$ cat src/rtl/mutative_cache_pkg.sv
// Shared widths, tag word layout, request opcodes and FSM state encoding
// for the mutative tag controller.
package mutative_cache_pkg;

  localparam int IDX_W = 7;
  localparam int TAG_W = 20;

  typedef struct packed {
    logic             valid;
    logic [TAG_W-1:0] tag;
  } tag_word_t;

  typedef enum logic [1:0] {
    TAG_LOOKUP = 2'd0,
    TAG_FILL   = 2'd1,
    TAG_INVAL  = 2'd2
  } tag_op_e;

  typedef enum logic {
    ST_INIT = 1'b0,
    ST_RUN  = 1'b1
  } tag_state_e;

endpackage

$ cat src/rtl/mutative_tag_ctrl_if.sv
// Request/response bundle of the tag controller; dbg_state mirrors the FSM.
interface mutative_tag_ctrl_if #(
  parameter int IDX_W = mutative_cache_pkg::IDX_W,
  parameter int TAG_W = mutative_cache_pkg::TAG_W
);
  // A request transfers on any clock edge where req_valid && req_ready;
  // responses are single-cycle resp_valid pulses and cannot be stalled.
  logic             req_valid;
  logic             req_ready;
  logic [1:0]       req_op;
  logic [IDX_W-1:0] req_index;
  logic [TAG_W-1:0] req_tag;

  logic             resp_valid;
  logic             resp_hit;
  logic [IDX_W-1:0] resp_index;
  logic [TAG_W-1:0] resp_tag;
  logic             resp_vbit;

  mutative_cache_pkg::tag_state_e dbg_state;

  modport master (
    output req_valid, req_op, req_index, req_tag,
    input  req_ready, resp_valid, resp_hit, resp_index, resp_tag, resp_vbit,
    input  dbg_state
  );

  modport slave (
    input  req_valid, req_op, req_index, req_tag,
    output req_ready, resp_valid, resp_hit, resp_index, resp_tag, resp_vbit,
    output dbg_state
  );
endinterface

$ cat src/rtl/mutative_tag_ctrl_cmp.sv
// Combinational tag comparator: hit when the stored word is valid and its
// tag equals the request tag.
module mutative_tag_cmp
  import mutative_cache_pkg::*;
(
  input  tag_word_t        stored,
  input  logic [TAG_W-1:0] req_tag,
  output logic             hit
);
  assign hit = stored.valid && (stored.tag == req_tag);
endmodule

$ cat src/rtl/mutative_tag_ctrl.sv
// Tag-array controller with a two-stage lookup pipeline over a 1-cycle SRAM.
// Define MUTATIVE_TAG_INIT_EN to compile in the power-up invalidation sweep.
module mutative_tag_ctrl #(
  parameter int IDX_W = mutative_cache_pkg::IDX_W,
  parameter int TAG_W = mutative_cache_pkg::TAG_W
) (
  input  logic               clk,
  input  logic               rst,
  mutative_tag_ctrl_if.slave bus,
  output logic               sram_csb,
  output logic               sram_web,
  output logic [IDX_W-1:0]   sram_addr,
  output logic [TAG_W:0]     sram_din,
  input  logic [TAG_W:0]     sram_dout
);
  import mutative_cache_pkg::*;

  tag_state_e       state_q, state_d;
`ifdef MUTATIVE_TAG_INIT_EN
  logic [IDX_W-1:0] sweep_q, sweep_d;
`endif

  logic             s1_valid_q, s1_valid_d;
  logic [IDX_W-1:0] s1_index_q, s1_index_d;
  logic [TAG_W-1:0] s1_tag_q, s1_tag_d;

  logic             resp_valid_q, resp_valid_d;
  logic             resp_hit_q, resp_hit_d;
  logic [IDX_W-1:0] resp_index_q, resp_index_d;
  logic [TAG_W-1:0] resp_tag_q, resp_tag_d;
  logic             resp_vbit_q, resp_vbit_d;

  logic             is_lookup;
  logic             cmp_hit;
  tag_word_t        stored_w;

  assign stored_w = tag_word_t'(sram_dout);

  mutative_tag_cmp u_cmp (
    .stored  (stored_w),
    .req_tag (s1_tag_q),
    .hit     (cmp_hit)
  );

  // FSM next state and the SRAM port; rst forces the port idle combinationally.
  always_comb begin
    state_d       = state_q;
`ifdef MUTATIVE_TAG_INIT_EN
    sweep_d       = sweep_q;
`endif
    bus.req_ready = 1'b0;
    sram_csb      = 1'b1;
    sram_web      = 1'b1;
    sram_addr     = '0;
    sram_din      = '0;
    is_lookup     = 1'b0;
    if (!rst) begin
      case (state_q)
        ST_INIT: begin
`ifdef MUTATIVE_TAG_INIT_EN
          sram_csb  = 1'b0;
          sram_web  = 1'b0;
          sram_addr = sweep_q;
          sweep_d   = sweep_q + IDX_W'(1);
          if (sweep_q == {IDX_W{1'b1}}) state_d = ST_RUN;
`else
          state_d = ST_RUN;
`endif
        end
        ST_RUN: begin
          bus.req_ready = 1'b1;
          if (bus.req_valid) begin
            sram_csb  = 1'b0;
            sram_addr = bus.req_index;
            case (tag_op_e'(bus.req_op))
              TAG_FILL: begin
                sram_web = 1'b0;
                sram_din = {1'b1, bus.req_tag};
              end
              TAG_INVAL: begin
                sram_web = 1'b0;
                sram_din = {1'b0, bus.req_tag};
              end
              default: is_lookup = 1'b1;
            endcase
          end
        end
        default: state_d = ST_INIT;
      endcase
    end
  end

  // Lookup pipeline: stage 1 waits for sram_dout, stage 2 holds the response.
  always_comb begin
    s1_valid_d   = is_lookup;
    s1_index_d   = bus.req_index;
    s1_tag_d     = bus.req_tag;
    resp_valid_d = s1_valid_q;
    resp_hit_d   = s1_valid_q && cmp_hit;
    resp_index_d = s1_valid_q ? s1_index_q : '0;
    resp_tag_d   = s1_valid_q ? stored_w.tag : '0;
    resp_vbit_d  = s1_valid_q && stored_w.valid;
  end

  always_ff @(posedge clk) begin
    if (rst) begin
      state_q      <= ST_INIT;
`ifdef MUTATIVE_TAG_INIT_EN
      sweep_q      <= '0;
`endif
      s1_valid_q   <= 1'b0;
      resp_valid_q <= 1'b0;
      resp_hit_q   <= 1'b0;
      resp_index_q <= '0;
      resp_tag_q   <= '0;
      resp_vbit_q  <= 1'b0;
    end else begin
      state_q      <= state_d;
`ifdef MUTATIVE_TAG_INIT_EN
      sweep_q      <= sweep_d;
`endif
      s1_valid_q   <= s1_valid_d;
      resp_valid_q <= resp_valid_d;
      resp_hit_q   <= resp_hit_d;
      resp_index_q <= resp_index_d;
      resp_tag_q   <= resp_tag_d;
      resp_vbit_q  <= resp_vbit_d;
    end
    s1_index_q <= s1_index_d;
    s1_tag_q   <= s1_tag_d;
  end

  assign bus.resp_valid = resp_valid_q;
  assign bus.resp_hit   = resp_hit_q;
  assign bus.resp_index = resp_index_q;
  assign bus.resp_tag   = resp_tag_q;
  assign bus.resp_vbit  = resp_vbit_q;
  assign bus.dbg_state  = state_q;

endmodule

$ cat src/flat_wrapper.sv
// flat-port wrapper written by rule: the top's interface ports become plain ports
module mutative_tag_ctrl_flat import mutative_cache_pkg::*;
#(
  parameter int IDX_W = mutative_cache_pkg::IDX_W,
  parameter int TAG_W = mutative_cache_pkg::TAG_W
)
  (clk, rst, sram_csb, sram_web, sram_addr, sram_din, sram_dout, bus_req_valid, bus_req_op, bus_req_index, bus_req_tag, bus_req_ready, bus_resp_valid, bus_resp_hit, bus_resp_index, bus_resp_tag, bus_resp_vbit, bus_dbg_state);
  mutative_tag_ctrl_if #(.IDX_W(IDX_W), .TAG_W(TAG_W)) bus_i ();
  input  logic clk;
  input  logic rst;
  output logic sram_csb;
  output logic sram_web;
  output logic [IDX_W-1:0] sram_addr;
  output logic [TAG_W:0] sram_din;
  input  logic [TAG_W:0] sram_dout;
  input wire logic [$bits(bus_i.req_valid)-1:0] bus_req_valid;
  input wire logic [$bits(bus_i.req_op)-1:0] bus_req_op;
  input wire logic [$bits(bus_i.req_index)-1:0] bus_req_index;
  input wire logic [$bits(bus_i.req_tag)-1:0] bus_req_tag;
  output wire logic [$bits(bus_i.req_ready)-1:0] bus_req_ready;
  output wire logic [$bits(bus_i.resp_valid)-1:0] bus_resp_valid;
  output wire logic [$bits(bus_i.resp_hit)-1:0] bus_resp_hit;
  output wire logic [$bits(bus_i.resp_index)-1:0] bus_resp_index;
  output wire logic [$bits(bus_i.resp_tag)-1:0] bus_resp_tag;
  output wire logic [$bits(bus_i.resp_vbit)-1:0] bus_resp_vbit;
  output wire logic [$bits(bus_i.dbg_state)-1:0] bus_dbg_state;
  assign bus_i.req_valid = bus_req_valid;
  assign bus_i.req_op = bus_req_op;
  assign bus_i.req_index = bus_req_index;
  assign bus_i.req_tag = bus_req_tag;
  assign bus_req_ready = bus_i.req_ready;
  assign bus_resp_valid = bus_i.resp_valid;
  assign bus_resp_hit = bus_i.resp_hit;
  assign bus_resp_index = bus_i.resp_index;
  assign bus_resp_tag = bus_i.resp_tag;
  assign bus_resp_vbit = bus_i.resp_vbit;
  assign bus_dbg_state = bus_i.dbg_state;
  mutative_tag_ctrl #(.IDX_W(IDX_W), .TAG_W(TAG_W)) u_core (.clk(clk), .rst(rst), .bus(bus_i), .sram_csb(sram_csb), .sram_web(sram_web), .sram_addr(sram_addr), .sram_din(sram_din), .sram_dout(sram_dout));
endmodule
$ cat config.mk
export PLATFORM = sky130hd
export DESIGN_NAME = mutative_tag_ctrl_flat
export DESIGN_NICKNAME = d
export VERILOG_FILES = /design/src/rtl/mutative_cache_pkg.sv /design/src/rtl/mutative_tag_ctrl_if.sv /design/src/rtl/mutative_tag_ctrl_cmp.sv /design/src/rtl/mutative_tag_ctrl.sv /design/src/flat_wrapper.sv
export SDC_FILE = /design/constraint.sdc
export NUM_CORES = 1
export LEC_CHECK = 0
export BUFFER_PORTS_ARGS = -buffer_cell sky130_fd_sc_hd__buf_2
export CAP_MARGIN = 0
export CORE_UTILIZATION = 42
export CTS_CLUSTER_DIAMETER = 200
export DETAILED_ROUTE_END_ITERATION = 10
export PLACE_DENSITY = 0.83
export SLEW_MARGIN = 5
export SYNTH_ARGS = -nofsm -noshare
export SYNTH_HDL_FRONTEND = slang
export SYNTH_SLANG_ARGS = --single-unit
$ cat constraint.sdc
create_clock -name clk -period 1.5 [get_ports clk]
set_input_delay 0.225 -clock clk [delete_from_list [all_inputs] [get_ports clk]]
set_output_delay 0.225 -clock clk [all_outputs]
set_load 0.02 [all_outputs]
==> Yosys cells after proc, flatten, opt, wreduce, memory -nomap -nowiden <==
Index checks and enable logic that the tools add are counted.
{ "totals": {"reg_bits": 59, "latch_bits": 0, "ramBits": 0, "mem_bits_ro": 0, "input_bits": 53, "output_inout_bits": 62, "wordCells": 38, "n_memories": 0} }
{ "op_classes": {"add_sub_neg": 0, "n_mul": 0, "div_mod_pow": 0, "n_lt_le_gt_ge": 0, "eq_ne": 3, "n_shift": 0, "mux": 17, "bitwise": 3, "reduce_logical": 6} }
{ "op_table": {"columns": ["cell", "count"], "rows": [
  ["2-to-1 mux 21 bit", 3],
  ["one-hot mux 21 bit (2 select lines)", 1],
  ["2-to-1 mux 7 bit", 3],
  ["== test 20 bit", 1],
  ["2-to-1 mux 1 bit", 10],
  ["OR reduction 2 bit", 2],
  ["logical AND 1 bit", 3],
  ["NOT 1 bit", 3],
  ["OR reduction 3 bit", 1],
  ["== test 2 x 1 -> 1 bit (second input constant)", 1],
  ["== test 2 bit (second input constant)", 1]
]} }

==> Depth between registers and ports, before layout <==
{ "depth": {"depth_word": 6, "depth_mapped": 6, "depth_no_buf": 5} }

==> Hierarchy <==
Synthesis repeated with hierarchy kept, for this count alone.
{ "hier_totals": {"hier_cells": 183, "area_unflattened_um2": 2038.2} }
{ "by_module_without_submodules": {"columns": ["mod", "n_inst", "cells_each", "area_each_um2", "seq_area_each_um2"], "rows": [
  ["mutative_tag_ctrl", 1, 156, 1814.2, 1181.1],
  ["mutative_tag_cmp", 1, 27, 224.0, 0.0]
]} }

==> Least setup slack after synthesis <==
No wires, ideal clock.
{ "synth_timing": {"kind": "register to output", "startpoint": "register u_core.state_q (netlist: u_core.bus.dbg_state)", "endpoint": "output sram_din[0]", "t_arrival_ps": 1328, "required_ps": 1275, "slack_ps": -53, "stages_incl_launch_ff": 6, "path_buffers": 1, "path_cell_list": "dfxtp_1 and3b_1 nand2b_1 nor2_1 buf_2 and2_1"} }
{ "synth_via": {"elab_chain_cells": 2} }
{ "synth_lines": {"columns": ["element", "line", "rtl"], "rows": [
  ["from (decl)", "mutative_tag_ctrl.sv:18", "tag_state_e state_q, state_d;"],
  ["from (signal assigned)", "mutative_tag_ctrl.sv:118", "state_q <= state_d;"],
  ["2-to-1 mux 21 bit", "mutative_tag_ctrl.sv:58", "case (state_q)"],
  ["2-to-1 mux 21 bit", "mutative_tag_ctrl.sv:57", "if (!rst) begin"],
  ["to (decl)", "flat_wrapper.sv:14", "output logic [TAG_W:0] sram_din;"]
]} }
Every way passes these cells.

==> Worst setup path in the final report <==
{ "layout_timing": {"startpoint": "register u_core.state_q (netlist: u_core.bus.dbg_state)", "endpoint": "output sram_addr[6]"} }
{ "layout_via": {"elab_chain_cells": 2} }
{ "layout_lines": {"columns": ["element", "line", "rtl"], "rows": [
  ["2-to-1 mux 7 bit", "mutative_tag_ctrl.sv:58", null],
  ["2-to-1 mux 7 bit", "mutative_tag_ctrl.sv:57", null],
  ["to (decl)", "flat_wrapper.sv:13", "output logic [IDX_W-1:0] sram_addr;"]
]} }
Every way passes these cells.

==> metrics.txt <==
nets=around 350; Post-Syn Instances=161; Power Density=1110 mW/mm^2; slew margin rel.=0.830; Synth Area in Adders=0.0134; largest family of logic cells by synthesized area=simple AND/OR/NAND/NOR gates; DIE WIDTH=68.7 microns; drt wl/cell=13.4 microns; status=finished with violations; Vias per Instance=~4.4; Yosys reg bits=roughly 60; leading cell types in the layout, fill and taps excluded=buf_2, dfxtp_1, buf_6; Slew Limit Fails=0; violated checks=negative setup slack; total power=approximately 0.0034 W; iteration count of the initial detailed-routing pass=4; IO buf count=around 110; Flop pwr share=0.478; Clk pwr share=0.438; worst path bufs/invs=4; dpl ws=-0.192 ns; Die Y=just under 70 microns; post-layout min period=between 1.5 and 2 ns; Netlist cell types=16; clk_lat worst skew=about 0.32 ns; XOR/XNOR Fraction of Synth Area=0.0937; Post-Syn Nets=approximately 220; NetSw=about 0.00075 W; Worst Path Arrival=1.53 ns; crit-path cells=and3b_2, buf_4, buf_6, buf_6, and2_4, buf_6; crit share post-route=1.17; row count=23; largest net degree at the start of global routing=18; Slew @ Worst Pin=roughly 0.25 ns; Crit Path Class=reg -> out; initial drt markers=47; final hold violations=0; unrepaired setup endpoints after global routing=true; Max Root-Sink Buffers=2; number of global-route vias before repair=roughly 1500; ANT nets after route=0; hold_ws=between 0.015 and 0.02 ns; Simple-Gate Fraction of Synth Area=0.239; Synth Area in Compound Gates=0; area grow syn2layout=64.5%; Gate power share=0.085; CP max stage delay=0.32 ns; Initial Utilization=0.451; synth warn=0; Synth Cell Area=approximately 0.0019 sq mm; most used cell, CP=buf_6; CTS H-tree lvls=3; worst endpoint required time=between 1 and 1.5 ns; area of the die=0.00472 sq mm; core area=about 0.0041 sq mm; mux cell area share after synthesis=0; Setup TNS Final=-6.57 ns; Worst Setup Start Kind=flip-flop; Top Ports=around 120; maximum clock frequency=between 500 and 600 MHz; crit end category=output port; CTS tree=built; Congestion Overflow GR=0; CTS clk-pin slew, worst paths=0.07 ns; CP Max Fanout=5; P_leak=1.55 nW; HPWL Detailed=3080 microns; Seq/Total Area, Yosys=0.632; CTS Buf Count=9; initial antenna violation count=0; # diodes=0; crit path max-delay cell type=dfxtp_2; setup slack after layout=-0.251 ns; total track usage=0.212; drt total wl=4650 microns; internal power=around 0.0027 W; clk_skew=about 0.008 ns; final setup fails=29; Avg Cell Area, Syn=11.6 sq um; layout cells sized above 1=0.594; DRC violation count after routing=0; placed standard-cell area=0.00256 sq mm; global-route wire length before repair=6930 microns; Clock Sinks=~60; CP top delay family=buffers and inverters; root buf cell=clkbuf_8; max_cap viols=0; Net Sw Frac=0.219; final instance area=0.00308 sq mm; via count=between 1500 and 2000; VDD IR max=around 0.75 mV; leading cell type in the layout, fill and taps excluded=buf_2; gpl congestion=0.738; Worst Hold Class=in -> reg; fillers=311
-- cell families (layout without fill, tap and decap cells) --
family | count (synthesis) | count (layout)
and+or+nand+nor | 70 | 70
adders and majority gates | 2 | 2
buffers and inverters | 10 | 147
xor gates and xnor gates | 20 | 20
DFF | 59 | 59
-- metal layers --
| layer | up-vias | global-route usage | routed length, microns |
|---|---|---|---|
| met1 | 693 | 0.226 | 1770 |
| met3 | 14 | 0.0510 | 212 |
| li1 | 764 | - | - |
| met2 | 60 | 0.370 | 2530 |
| met4 | 0 | 0.140 | 138 |
| met5 | - | 0 | 0 |
-- power by group through the flow --
| stage | logic (W) | registers, W | clock network [W] |
|---|---|---|---|
| after floorplan | 0.000100 | 0.00168 | 0 |
| after global placement | 0.000235 | 0.00167 | 0 |
| after detailed placement | 0.000240 | 0.00167 | 0 |
| after CTS | 0.000281 | 0.00163 | 0.00151 |
| after global routing | 0.000314 | 0.00164 | 0.00160 |
| final | 0.000290 | 0.00163 | 0.00150 |
-- cell type report --
cell class	count	area [sq um]	area share
clock buffer	12	165	0.0537
clock inverter	4	47.5	0.0155
inverter	4	15.0	0.00488
multi-input combinational	92	731	0.238
sequential	59	1180	0.384
tap	50	62.6	0.0203
timing repair buffer	127	872	0.284
-- synth_stat cells --
cell       n  area (sq um)
ha_1       2          25.0
and3b_1    1          8.76
nand3_1    1          5.00
nand4_1    3          18.8
and2_1    57           357
dfxtp_1   59          1180
nor4_2     2          25.0
nand2b_1   1          6.26
xor2_1     8          70.1
buf_2      3          15.0
nor2b_1    2          12.5
nor2_1     2          7.51
nor4_1     1          6.26
xnor2_1   12           105
clkbuf_1   3          11.3
inv_1      4          15.0
-- through the flow --
stage	utilization	instances
final	0.742	348
after global routing	0.742	348
after CTS	0.736	346
after detailed placement	0.617	326
after global placement	0.617	326
after floorplan	-	161
-- flip-flops by register name, indices dropped and copies added, names as in the netlist --
signal                 flops
u_core.bus.resp_tag       20
u_core.bus.resp_valid      1
u_core.s1_index_q          7
u_core.resp_valid_d        1
u_core.s1_tag_q           20
u_core.bus.resp_index      7
u_core.bus.resp_hit        1
u_core.bus.dbg_state       1
u_core.bus.resp_vbit       1
-- timing repair --
action	in CTS	in global routing
setup endpoints to repair	28	29
cloned	2	0
gates resized for setup	92	7
pin swaps	17	6
hold buffers	0	0
buffers inserted	2	2
-- worst paths after layout --
path | start | to | slack [ns] | cells after the start
setup / recovery | u_core.bus.dbg_state$_DFF_P_ | sram_addr[6] | -0.25 | 6
hold / removal | bus_req_tag[6] | u_core.s1_tag_q[6]$_DFF_P_ | 0.02 | 1
setup reg to reg | u_core.s1_tag_q[18]$_DFF_P_ | u_core.bus.resp_hit$_SDFF_PP0_ | 0.27 | 4
hold reg to reg | u_core.s1_index_q[6]$_DFF_P_ | u_core.bus.resp_index[6]$_SDFF_PP0_ | 0.43 | 1
Power figures use the tool's default switching activity.
